--- src/rtl/enc_pkg.sv ---
// Shared definitions for the sequential 8-to-3 encoder.
package enc_pkg;
    localparam int N = 8;
    localparam int W = $clog2(N);

    typedef enum logic {IDLE, SCAN} enc_state_t;
endpackage

--- src/rtl/enc8_scan_prio_enc8.sv ---
// Lowest-set-bit priority encoder; idx is 0 for an all-zero vector.
module prio_enc8
    import enc_pkg::*;
(
    input  logic [N-1:0] vec,
    output logic [W-1:0] idx,
    output logic         onehot_or_zero
);

    always_comb begin
        idx = '0;
        // Descending scan so the lowest set bit is the last one written.
        for (int i = N - 1; i >= 0; i--) begin
            if (vec[i]) idx = W'(i);
        end
    end

    assign onehot_or_zero = ((vec & (vec - N'(1))) == '0);

endmodule

--- src/rtl/enc8_scan.sv ---
// Accepts a request vector and emits the index of each set bit, lowest first, one per handshake.
module enc8_scan
    import enc_pkg::*;
(
    input  logic         clk,
    input  logic         rst_n,
    input  logic         in_valid,
    output logic         in_ready,
    input  logic [N-1:0] in_vec,
    output logic         out_valid,
    input  logic         out_ready,
    output logic [W-1:0] out_code,
    output logic         out_last,
    output logic         zero
);

    enc_state_t     state_q, state_d;
    logic [N-1:0]   pending_q, pending_d;
    logic           zero_q, zero_d;
    logic [W-1:0]   low_idx;
    logic           low_single;
    logic [N-1:0]   clr_mask;

    prio_enc8 u_prio (
        .vec            (pending_q),
        .idx            (low_idx),
        .onehot_or_zero (low_single)
    );

    assign in_ready  = (state_q == IDLE);
    assign out_valid = (state_q == SCAN);
    assign out_code  = low_idx;
    // pending is never zero in SCAN, so single-or-zero means exactly one bit here.
    assign out_last  = (state_q == SCAN) && low_single;
    assign zero      = zero_q;

    always_comb begin
        clr_mask          = '0;
        clr_mask[low_idx] = 1'b1;
    end

    always_comb begin
        state_d   = state_q;
        pending_d = pending_q;
        zero_d    = 1'b0;
        case (state_q)
            IDLE: begin
                if (in_valid) begin
                    if (in_vec == '0) begin
                        zero_d = 1'b1;
                    end else begin
                        pending_d = in_vec;
                        state_d   = SCAN;
                    end
                end
            end
            SCAN: begin
                if (out_ready) begin
                    if (out_last) begin
                        pending_d = '0;
                        state_d   = IDLE;
                    end else begin
                        pending_d = pending_q & ~clr_mask;
                    end
                end
            end
            default: state_d = IDLE;
        endcase
    end

    always_ff @(posedge clk or negedge rst_n) begin
        if (!rst_n) begin
            state_q   <= IDLE;
            pending_q <= '0;
            zero_q    <= 1'b0;
        end else begin
            state_q   <= state_d;
            pending_q <= pending_d;
            zero_q    <= zero_d;
        end
    end

endmodule

--- config.mk ---
export PLATFORM = sky130hd
export DESIGN_NAME = enc8_scan
export DESIGN_NICKNAME = d
export VERILOG_FILES = /design/src/rtl/enc_pkg.sv /design/src/rtl/enc8_scan_prio_enc8.sv /design/src/rtl/enc8_scan.sv
export SDC_FILE = /design/constraint.sdc
export NUM_CORES = 1
export LEC_CHECK = 0
export CORE_MARGIN = 8
export CORE_UTILIZATION = 28
export DETAILED_ROUTE_END_ITERATION = 8
export DONT_BUFFER_PORTS = 1
export SYNTH_ARGS = -nofsm -noshare
export SYNTH_HDL_FRONTEND = slang
export SYNTH_SLANG_ARGS = --single-unit
--- constraint.sdc ---
create_clock -name clk -period 3.7 [get_ports clk]
set_input_delay 0.74 -clock clk [delete_from_list [all_inputs] [get_ports clk]]
set_output_delay 0.74 -clock clk [all_outputs]
set_load 0.005 [all_outputs]
==> metrics.yaml <==
status: "completed"
clock_latency_ns: 0.26
synth-compound-area-share: 0.364
cts_resized: 0
cts_buffer_depth: 2
first_pass_iters: 4
rr_startpoint: "out_valid"
cts_setup_buffers: 0
endpoint: "out_last"
timing.rr.end: "pending_q[5]"
cp.depth: 3
synth_adder_area_share: 0
hold_class: "in2async"
core_area_um2: 2190
maxCapViolations: 0
slew_violations: 0
wl_per_cell_um: 17.1
crit_path_start: "pending_q[1]"
cts_buffers: 3
cp_max_fo: 8
synth-xor-area-share: 0
grt_pass1_wl_um: 2790
met3_wirelength_um: 225
synth_mux_area_frac: 0
syn_area_per_cell_um2: 8.57
grt_usage: 0.0871
r2r_slack_ns: 1.85
grt_pass1_vias: 553
syn_to_final_growth_pct: 8.17
fin_skew_ns: 0.00157
startpoint_type: "flip-flop"
synth.distinct_cells: 27
post-dp-hpwl_um: 1360
irDropWorstVdd_mv: 0.272
r2r_cells: 4
io_pins: 19
syn-cell-area_um2: 643
numPortBuffers: 0
routabilityCongestion: 0.847
relSlewSlack: 0.493
place_area_um2: 659
postRouteAntennaNets: 0
antenna_found_initial: 0
htreeDepth: 1
clk_transition_reported_paths_ns: 0.07
rsz0062_at_grt: "no"
critPathKind: "reg2out"
fin_crit_ns: 2.32
crit_slowest_cell: "dfrtp_1"
grt_overflow_total: 0
crit_chain: "a2111oi_0 > a21oi_1 > nor3_1"
ys_seq_area_frac: 0.389
die_x_um: 63.9
utilization: 0.318
die-area_um2: 4090
viasPerCell: 5.96
ys_ff_latch: 10
cp_top_family: "compound AO/OA/AOI/OAI gates"
setup_viol: 0
p_per_area_nw_per_um2: 904
cts_tree: "done"
finalSetupTns_ns: 0
nets: 88
rows: 17
postLayoutCellArea_um2: 696
crit_arrival_ns: 1.58
max_freq_ghz: 0.431
leakage_nw: 0.277
cts_hold_buf: 0
required_ns: 2.96
drive_above_1_share: 0.120
cp-end-kind: "primary output"
syn_inst: 75
synth-simple-area-share: 0.189
diodes: 0
fin_crit_sh: 0.627
drtIter0Drc: 31
synth_top_family_by_area: "compound AO/OA/AOI/OAI gates"
met2_length_um: 789
drc_errors: 0
yosys_warnings: 0
syn_nets: 87
hold_violations: 0
start_util: 0.294
m1WireLength_um: 712
num_vias: 614
die_h_um: 63.9
critPathMaxStageDelay_ns: 0.45
tightestPinTransition_ns: 0.759
wl_um: 1760
highest_layer: "met4"
cts_root_buffer: "clkbuf_4"
clock-sinks: 10
grt_max_degree: 11
cp_num_buf_inv: 0
power.total_w: 0.000629
per-stage QoR:
| stage | hold slack, ns | instances | worst slack [ns] |
|---|---|---|---|
| floorplan | 0.444 | 75 | 1.79 |
| global placement | 0.445 | 99 | 1.68 |
| detailed placement | 0.445 | 99 | 1.66 |
| CTS | 0.154 | 103 | 1.36 |
| global route | 0.143 | 103 | 1.24 |
| finish | 0.162 | 103 | 1.38 |
worst min-delay path by stage:
stage | slack, ns | end | depth (start not counted) | from
6_report | 0.16 | pending_q[5] | 0 | rst_n
5_1_grt | 0.14 | out_valid | 0 | rst_n
4_1_cts | 0.15 | pending_q[5] | 0 | rst_n
3_5_place_dp | 0.44 | pending_q[5] | 0 | rst_n
3_3_place_gp | 0.44 | pending_q[5] | 0 | rst_n
2_1_floorplan | 0.44 | out_valid | 0 | rst_n
cells by family (layout without fill, tap and decap cells):
group                  count (synthesis)  after routing
buffers and inverters                  9              9
AND/OR/NAND/NOR                       24             24
flip-flops                            10             10
AO/OA/AOI/OAI                         32             32
sequential cells by signal, indices dropped and copies added, names as in the netlist:
signal	cells
out_valid	1
pending_q	8
zero	1
layout by cell type (no fill, tap or decap):
| master | n |
|---|---|
| o21ai_0 | 4 |
| a2111oi_0 | 1 |
| nor2b_1 | 3 |
| a32oi_1 | 5 |
| o21bai_1 | 1 |
| nand3_1 | 1 |
| o21ai_1 | 6 |
| a21boi_0 | 1 |
| inv_1 | 5 |
| a21o_1 | 1 |
| o21ai_4 | 1 |
| a32o_2 | 1 |
| o32ai_1 | 1 |
| o31ai_4 | 1 |
| nand2_1 | 8 |
| a21oi_1 | 6 |
| or4_4 | 2 |
| clkbuf_8 | 1 |
| clkbuf_4 | 3 |
| nor3_1 | 4 |
| nor2_1 | 5 |
| dfrtp_1 | 10 |
| a31oi_1 | 1 |
| a22oi_1 | 1 |
| o31ai_1 | 1 |
| or2_1 | 1 |
Yosys cell counts:
cell type	instances	area, µm²
clkbuf_2	1	5.00
nor3_1	4	20.0
or4_4	2	22.5
o31ai_1	1	7.51
a21boi_0	1	7.51
nor2b_1	3	18.8
or2_1	1	6.26
a2111oi_0	1	8.76
o31ai_4	1	21.3
o32ai_1	1	8.76
a21o_1	1	7.51
o21ai_4	1	16.3
dfrtp_1	10	250
a32o_2	1	11.3
o21ai_1	6	30.0
a22oi_1	1	7.51
o21ai_0	4	20.0
a31oi_1	1	6.26
a21oi_1	6	30.0
clkbuf_1	1	3.75
a32oi_1	5	43.8
nor2_1	5	18.8
inv_1	5	18.8
nand2_1	8	30.0
o21bai_1	1	7.51
nand3_1	1	5.00
buf_2	2	10.0
power breakdown:
group,switching (W),internal [W]
Sequential,0.0000726,0.000149
Clock,0.0000405,0.0000597
Combinational,0.000186,0.000121
cell type report:
cell class	instances	area, µm²
Sequential cell	10	250
Inverter	5	18.8
Fill cell	239	1500
Clock buffer	4	36.3
Tap cell	28	35.0
Multi-Input combinational cell	56	355
metal layers:
metal	vias up	track usage
met4	0	0.0585
met5	-	0
met2	30	0.128
met1	297	0.100
met3	4	0.0383
li1	283	-
Note: power is estimated with default switching activity, not from simulation.
